### src/rtl/udma_pkg.sv
// Shared uDMA definitions: TX prefetch state encoding, transfer-size codes
// and a width helper for occupancy and outstanding-read counters.
package udma_pkg;

    typedef enum logic [1:0] {
        IDLE  = 2'd0,
        RUN   = 2'd1,
        DRAIN = 2'd2
    } udma_state_e;

    typedef enum logic [1:0] {
        SIZE_BYTE = 2'b00,
        SIZE_HALF = 2'b01,
        SIZE_WORD = 2'b10
    } udma_datasize_e;

    // A counter that must reach DEPTH itself needs one bit more than a pointer.
    function automatic int unsigned cnt_width(input int unsigned depth);
        return $clog2(depth) + 1;
    endfunction

endpackage

### src/rtl/udma_tx_prefetch_ram.sv
// DEPTH x DATA_WIDTH register array for the TX prefetch buffer:
// one synchronous write port and one combinational read port.
module udma_tx_prefetch_ram #(
    parameter int unsigned DATA_WIDTH = 32,
    parameter int unsigned DEPTH      = 4,
    localparam int unsigned AW        = $clog2(DEPTH)
) (
    input  logic                  clk_i,
    input  logic                  we,
    input  logic [AW-1:0]         waddr,
    input  logic [DATA_WIDTH-1:0] wdata,
    input  logic [AW-1:0]         raddr,
    output logic [DATA_WIDTH-1:0] rdata
);

    logic [DATA_WIDTH-1:0] mem [DEPTH];

    // NOTE: the array has no reset; the level counter alone decides which entries are valid.
    always_ff @(posedge clk_i) begin
        if (we) begin
            mem[waddr] <= wdata;
        end
    end

    assign rdata = mem[raddr];

endmodule

### src/rtl/udma_tx_prefetch.sv
// uDMA TX prefetch buffer: issues reads toward the TX channel while a slot is
// free and streams returned words to the peripheral. Optional same-cycle
// bypass of an empty buffer is enabled with `define UDMA_TX_PREFETCH_BYPASS_EN.
module udma_tx_prefetch
    import udma_pkg::*;
#(
    parameter int unsigned DATA_WIDTH = 32,
    parameter int unsigned DEPTH      = 4
) (
    input  logic                    clk_i,
    input  logic                    rstn_i,
    input  logic                    cfg_en_i,
    input  logic                    cfg_clr_i,
    input  logic [1:0]              cfg_datasize_i,
    input  logic [1:0]              cfg_dest_i,
    output logic                    req_o,
    input  logic                    gnt_i,
    output logic [1:0]              datasize_o,
    output logic [1:0]              dest_o,
    input  logic                    valid_i,
    input  logic [DATA_WIDTH-1:0]   data_i,
    output logic                    ready_o,
    output logic                    out_valid_o,
    output logic [DATA_WIDTH-1:0]   out_data_o,
    input  logic                    out_ready_i,
    output logic [$clog2(DEPTH):0]  level_o,
    output logic                    busy_o
);

    localparam int unsigned AW = $clog2(DEPTH);
    localparam int unsigned CW = cnt_width(DEPTH);
    localparam logic [CW:0] DEPTH_EXT = (CW + 1)'(DEPTH);

    udma_state_e           state_q, state_d;
    logic [CW-1:0]         outstanding_q, outstanding_d;
    logic [CW-1:0]         level_q, level_d;
    logic [AW-1:0]         wr_ptr_q, rd_ptr_q;
    logic                  discard_q, discard_d;
    logic                  overflow_q;
    logic [CW:0]           reserved;
    logic                  grant, push, pop, wr_en, empty, full;
    logic [DATA_WIDTH-1:0] head;

    assign ready_o    = 1'b1;
    assign datasize_o = cfg_datasize_i;
    assign dest_o     = cfg_dest_i;
    assign level_o    = level_q;
    assign busy_o     = (state_q != IDLE);

    assign empty = (level_q == '0);
    assign full  = (level_q == CW'(DEPTH));

    // Counting in-flight reads against free slots guarantees every response has room.
    assign reserved = {1'b0, outstanding_q} + {1'b0, level_q};
    assign req_o    = (state_q == RUN) && (reserved < DEPTH_EXT);
    assign grant    = req_o & gnt_i;
    assign pop      = ~empty & out_ready_i;

`ifdef UDMA_TX_PREFETCH_BYPASS_EN
    logic bypass;
    assign bypass      = empty & valid_i & ~discard_q;
    assign out_valid_o = ~empty | bypass;
    assign out_data_o  = empty ? data_i : head;
    assign push        = valid_i & ~discard_q & ~(bypass & out_ready_i);
`else
    assign out_valid_o = ~empty;
    assign out_data_o  = head;
    assign push        = valid_i & ~discard_q;
`endif

    // A full buffer still accepts a word when the head leaves in the same cycle.
    assign wr_en = push & (~full | pop);

    // NOTE: every combinational output gets a default first so no latch is inferred.
    always_comb begin
        outstanding_d = outstanding_q;
        unique case ({grant, valid_i})
            2'b10:   outstanding_d = outstanding_q + CW'(1);
            2'b01:   outstanding_d = outstanding_q - CW'(1);
            default: outstanding_d = outstanding_q;
        endcase

        level_d = level_q;
        if (cfg_clr_i) begin
            level_d = '0;
        end else begin
            unique case ({wr_en, pop})
                2'b10:   level_d = level_q + CW'(1);
                2'b01:   level_d = level_q - CW'(1);
                default: level_d = level_q;
            endcase
        end

        // Responses to reads issued before a flush are dropped until none remain.
        discard_d = (cfg_clr_i | discard_q) & (outstanding_d != '0);
    end

    always_comb begin
        state_d = state_q;
        unique case (state_q)
            IDLE:    if (cfg_en_i) state_d = RUN;
            RUN:     if (!cfg_en_i || cfg_clr_i) state_d = DRAIN;
            DRAIN: begin
                if (outstanding_q == '0) begin
                    if (!cfg_en_i)       state_d = IDLE;
                    else if (!cfg_clr_i) state_d = RUN;
                end
            end
            default: state_d = IDLE;
        endcase
    end

    // NOTE: sequential state uses non-blocking assignments so all registers update together.
    always_ff @(posedge clk_i or negedge rstn_i) begin
        if (!rstn_i) begin
            state_q       <= IDLE;
            outstanding_q <= '0;
            level_q       <= '0;
            wr_ptr_q      <= '0;
            rd_ptr_q      <= '0;
            discard_q     <= 1'b0;
            overflow_q    <= 1'b0;
        end else begin
            state_q       <= state_d;
            outstanding_q <= outstanding_d;
            level_q       <= level_d;
            discard_q     <= discard_d;
            if (push && full && !pop) begin
                overflow_q <= 1'b1;
            end
            if (cfg_clr_i) begin
                wr_ptr_q <= '0;
                rd_ptr_q <= '0;
            end else begin
                if (wr_en) wr_ptr_q <= wr_ptr_q + AW'(1);
                if (pop)   rd_ptr_q <= rd_ptr_q + AW'(1);
            end
        end
    end

    udma_tx_prefetch_ram #(
        .DATA_WIDTH (DATA_WIDTH),
        .DEPTH      (DEPTH)
    ) u_ram (
        .clk_i (clk_i),
        .we    (wr_en & ~cfg_clr_i),
        .waddr (wr_ptr_q),
        .wdata (data_i),
        .raddr (rd_ptr_q),
        .rdata (head)
    );

    overflow_never_set: assert property (@(posedge clk_i) disable iff (!rstn_i) !overflow_q);

endmodule

### config.mk
export PLATFORM = sky130hd
export DESIGN_NAME = udma_tx_prefetch
export DESIGN_NICKNAME = d
export VERILOG_FILES = /design/src/rtl/udma_pkg.sv /design/src/rtl/udma_tx_prefetch_ram.sv /design/src/rtl/udma_tx_prefetch.sv
export SDC_FILE = /design/constraint.sdc
export NUM_CORES = 1
export LEC_CHECK = 0
export ABC_CLOCK_PERIOD_IN_PS = 3500
export BUFFER_PORTS_ARGS = -buffer_cell sky130_fd_sc_hd__clkbuf_2
export CAP_MARGIN = 20
export CELL_PAD_IN_SITES_DETAIL_PLACEMENT = 2
export CELL_PAD_IN_SITES_GLOBAL_PLACEMENT = 2
export CORE_UTILIZATION = 43
export DETAILED_ROUTE_END_ITERATION = 10
export GPL_TIMING_DRIVEN = 1
export PLACE_DENSITY = 0.9
export SLEW_MARGIN = 40
export SYNTH_ARGS = -nofsm -noshare
export SYNTH_HDL_FRONTEND = slang
export SYNTH_SLANG_ARGS = --single-unit
### constraint.sdc
create_clock -name clk_i -period 3.5 [get_ports clk_i]
set_input_delay 0.175 -clock clk_i [delete_from_list [all_inputs] [get_ports clk_i]]
set_output_delay 0.175 -clock clk_i [all_outputs]
set_load 0.05 [all_outputs]
==> run metrics <==
post-synthesis sequential area ratio=0.755; unrepaired setup endpoints after global routing=no; initial antenna violation count=0; Worst setup EP type=flip-flop; Initial Utilization=0.439; Total Routed Length=13.4 mm; Die Span X=between 100 and 150 um; clk sinks=141; gpl congestion=about 0.76; CTS root buf=clkbuf_16; multi-input logic area=approximately 1300 um^2; setup TNS=0 ns; total power=between 5 and 6 mW; Rows=41; GRT Util Overall=0.222; CORE AREA=approximately 13000 um^2; CTS tree=built; final count of negative-setup-slack endpoints=0; layout cells sized above 1=0.395; crit path max fanout=7; CP required=roughly 3.8 ns; Post-DRT Antenna Nets=0; Post-Layout Inst Area=a little under 7000 um^2; first-iteration detailed-routing DRC count=200; Worst-Skew Late Latency=approximately 0.42 ns; Max Cap Viol=0; largest net degree at the start of global routing=34; DRC=0; startpoint types=flip-flop; DRT Pass-1 Iters=4; fmax=356 MHz; syn_area_per_cell=21.4 um^2; peak supply drop=0.412 mV; DR vias=just under 3000; Synth async-reset ratio=0.0922; Critical Path AT=3.11 ns; wire per inst=24.0 um; Synth cell types=39; Yosys reg bits=141; Post-synth EDFFs=128; Clock transition at path regs=0.06 ns; io pins=86; hold crit path type=in2reg; PortBufs=76; Setup Crit Path Kind=reg2reg; leakage power=2.44 nW; CTS Buffer Depth=2; synthesized net count=310; fin. max-slew vios=0; vias in the first global route=3306; total grt overflow=0; Area growth syn-to-layout=25.3%; Cell Area, Placed=approximately 6100 um^2; first-pass GRT wire length=20.2 mm; period utilisation layout=0.803; status=finished, final reports clean; Final min period=2.81 ns; Syn Inst Count=258; Max H-tree Level=4; Mapped Area=5520 um^2; diode count=0; YS warnings=0; clock buffer count from CTS=17; Die H=115 um; Filler Cell Count=1078; Hold Vio Cnt, Final=0; post-cts sizing count=0; full die area=13300 um^2; DR vias/cell=between 5 and 6; main flop type after synthesis=edfxtp_1; hpwl dp=8.23 mm; WHS=0.0220 ns; slew at the pin closest to its max-slew limit=0.644 ns; power per cell area=771 nW/um^2; final layout net count=424; Slew headroom=0.571; skew final=0.00726 ns; storage element area=roughly 4200 um^2
[cells in the mapped netlist (2+ instances only)]
| cell type | count | area (um^2) |
|---|---|---|
| a31oi_1 | 2 | 12.5 |
| ha_1 | 7 | 87.6 |
| or3b_1 | 2 | 17.5 |
| nor2_1 | 6 | 22.5 |
| o21ai_0 | 3 | 15.0 |
| xor2_1 | 3 | 26.3 |
| buf_2 | 3 | 15.0 |
| edfxtp_1 | 128 | 3840 |
| nand2_1 | 3 | 11.3 |
| o21bai_1 | 2 | 15.0 |
| nor3_1 | 3 | 15.0 |
| buf_4 | 8 | 60.1 |
| clkbuf_1 | 3 | 11.3 |
| a21oi_2 | 2 | 17.5 |
| inv_1 | 6 | 22.5 |
| nand2b_1 | 2 | 12.5 |
| and3_1 | 2 | 12.5 |
| and2_1 | 5 | 31.3 |
| mux4_2 | 32 | 721 |
| fa_1 | 2 | 40.0 |
| mux2i_1 | 2 | 20.0 |
| dfrtp_1 | 13 | 325 |
| xnor2_1 | 3 | 26.3 |
[metal layers]
layer	wire length, um	part of all wire	track usage
met1	5290	0.40	0.269
met2	6970	0.52	0.378
met3	890	0.067	0.0638
met4	208	0.016	0.0831
met5	0	0	0
[power breakdown]
group | switching, mW | leakage (nW) | internal [mW]
clock | 0.654 | 0.268 | 1.01
combinational | 1.02 | 0.855 | 0.540
sequential | 0.179 | 1.32 | 1.93
[placed cells by master, fill, tap and decap left out, drive strengths merged, types with 2 or more instances in the layout]
| master | count |
|---|---|
| edfxtp | 128 |
| clkbuf | 100 |
| mux4 | 32 |
| dlygate4sd3 | 31 |
| dfrtp | 13 |
| ha | 7 |
| nor2 | 7 |
| inv | 6 |
| clkinv | 6 |
| and2 | 5 |
| xnor2 | 3 |
| nand2 | 3 |
| xor2 | 3 |
| o21ai | 3 |
| nor3 | 3 |
| a31oi | 3 |
| mux2i | 2 |
| nand2b | 2 |
| o21bai | 2 |
| a21oi | 2 |
| or3b | 2 |
| and3 | 2 |
| fa | 2 |
| buf | 2 |
| o31ai | 2 |
[final cells by class]
cell class / instances / share of cell area
Sequential cell: 141 / 0.603
Multi-Input combinational cell: 97 / 0.182
Timing Repair Buffer: 109 / 0.102
Clock buffer: 24 / 0.0682
Tap cell: 172 / 0.0311
Clock inverter: 8 / 0.00977
Inverter: 6 / 0.00326
[logic make-up after synthesis]
family                   count (synthesis)  synth area share
multiplexers                            34             0.134
flip-flops                             141             0.755
AND/OR/NAND/NOR                         31            0.0329
buffers and inverters                   20            0.0197
XOR/XNOR                                 6           0.00952
other                                    1          0.000679
adder cells (fa/ha/maj)                  9            0.0231
AO/OA/AOI/OAI                           16            0.0251
[path summary, 6_finish.rpt]
kind	from	to	slack [ns]	cells past startpoint
max in group asynchronous	rstn_i	rd_ptr_q[1]	3.02	2
min in group asynchronous	rstn_i	outstanding_q[1]	0.19	2
min	data_i[16]	u_ram.mem[1][16]	0.02	1
min reg2reg	discard_q	discard_q	0.58	1
max reg2reg	level_o[2]	discard_q	0.69	11
max	level_o[2]	discard_q	0.69	11
[repair_timing]
item                                   in CTS  in global routing
setup buffers                               0                  0
endpoints found under the hold margin     132                  0
hold buffers                               31                  0
[sequential cells by signal (all words and copies together) (netlist names)]
register / count
u_ram.mem: 128
discard_q: 1
outstanding_q: 3
rd_ptr_q: 2
level_o: 3
wr_ptr_q: 2
state_q: 2
[per-stage QoR]
step                      instances  worst slack [ns]   util
after floorplan                 258            0.0971      -
after global placement          494             0.795  0.482
after detailed placement        494             0.679  0.483
after global routing            557             0.526  0.550
after CTS                       557             0.674  0.550
final                           557             0.688  0.550
[worst max-delay path, stage by stage (launching register included)]
cell     delay [ns]
dfrtp_1        0.48
ha_1           0.33
or4_1          0.48
a31oi_2        0.20
nand2_1        0.08
ha_1           0.21
inv_1          0.08
fa_1           0.17
xor2_1         0.15
nor2_1         0.07
xor2_1         0.16
o32a_1         0.30
No activity file was read; power rests on OpenSTA's default activity.
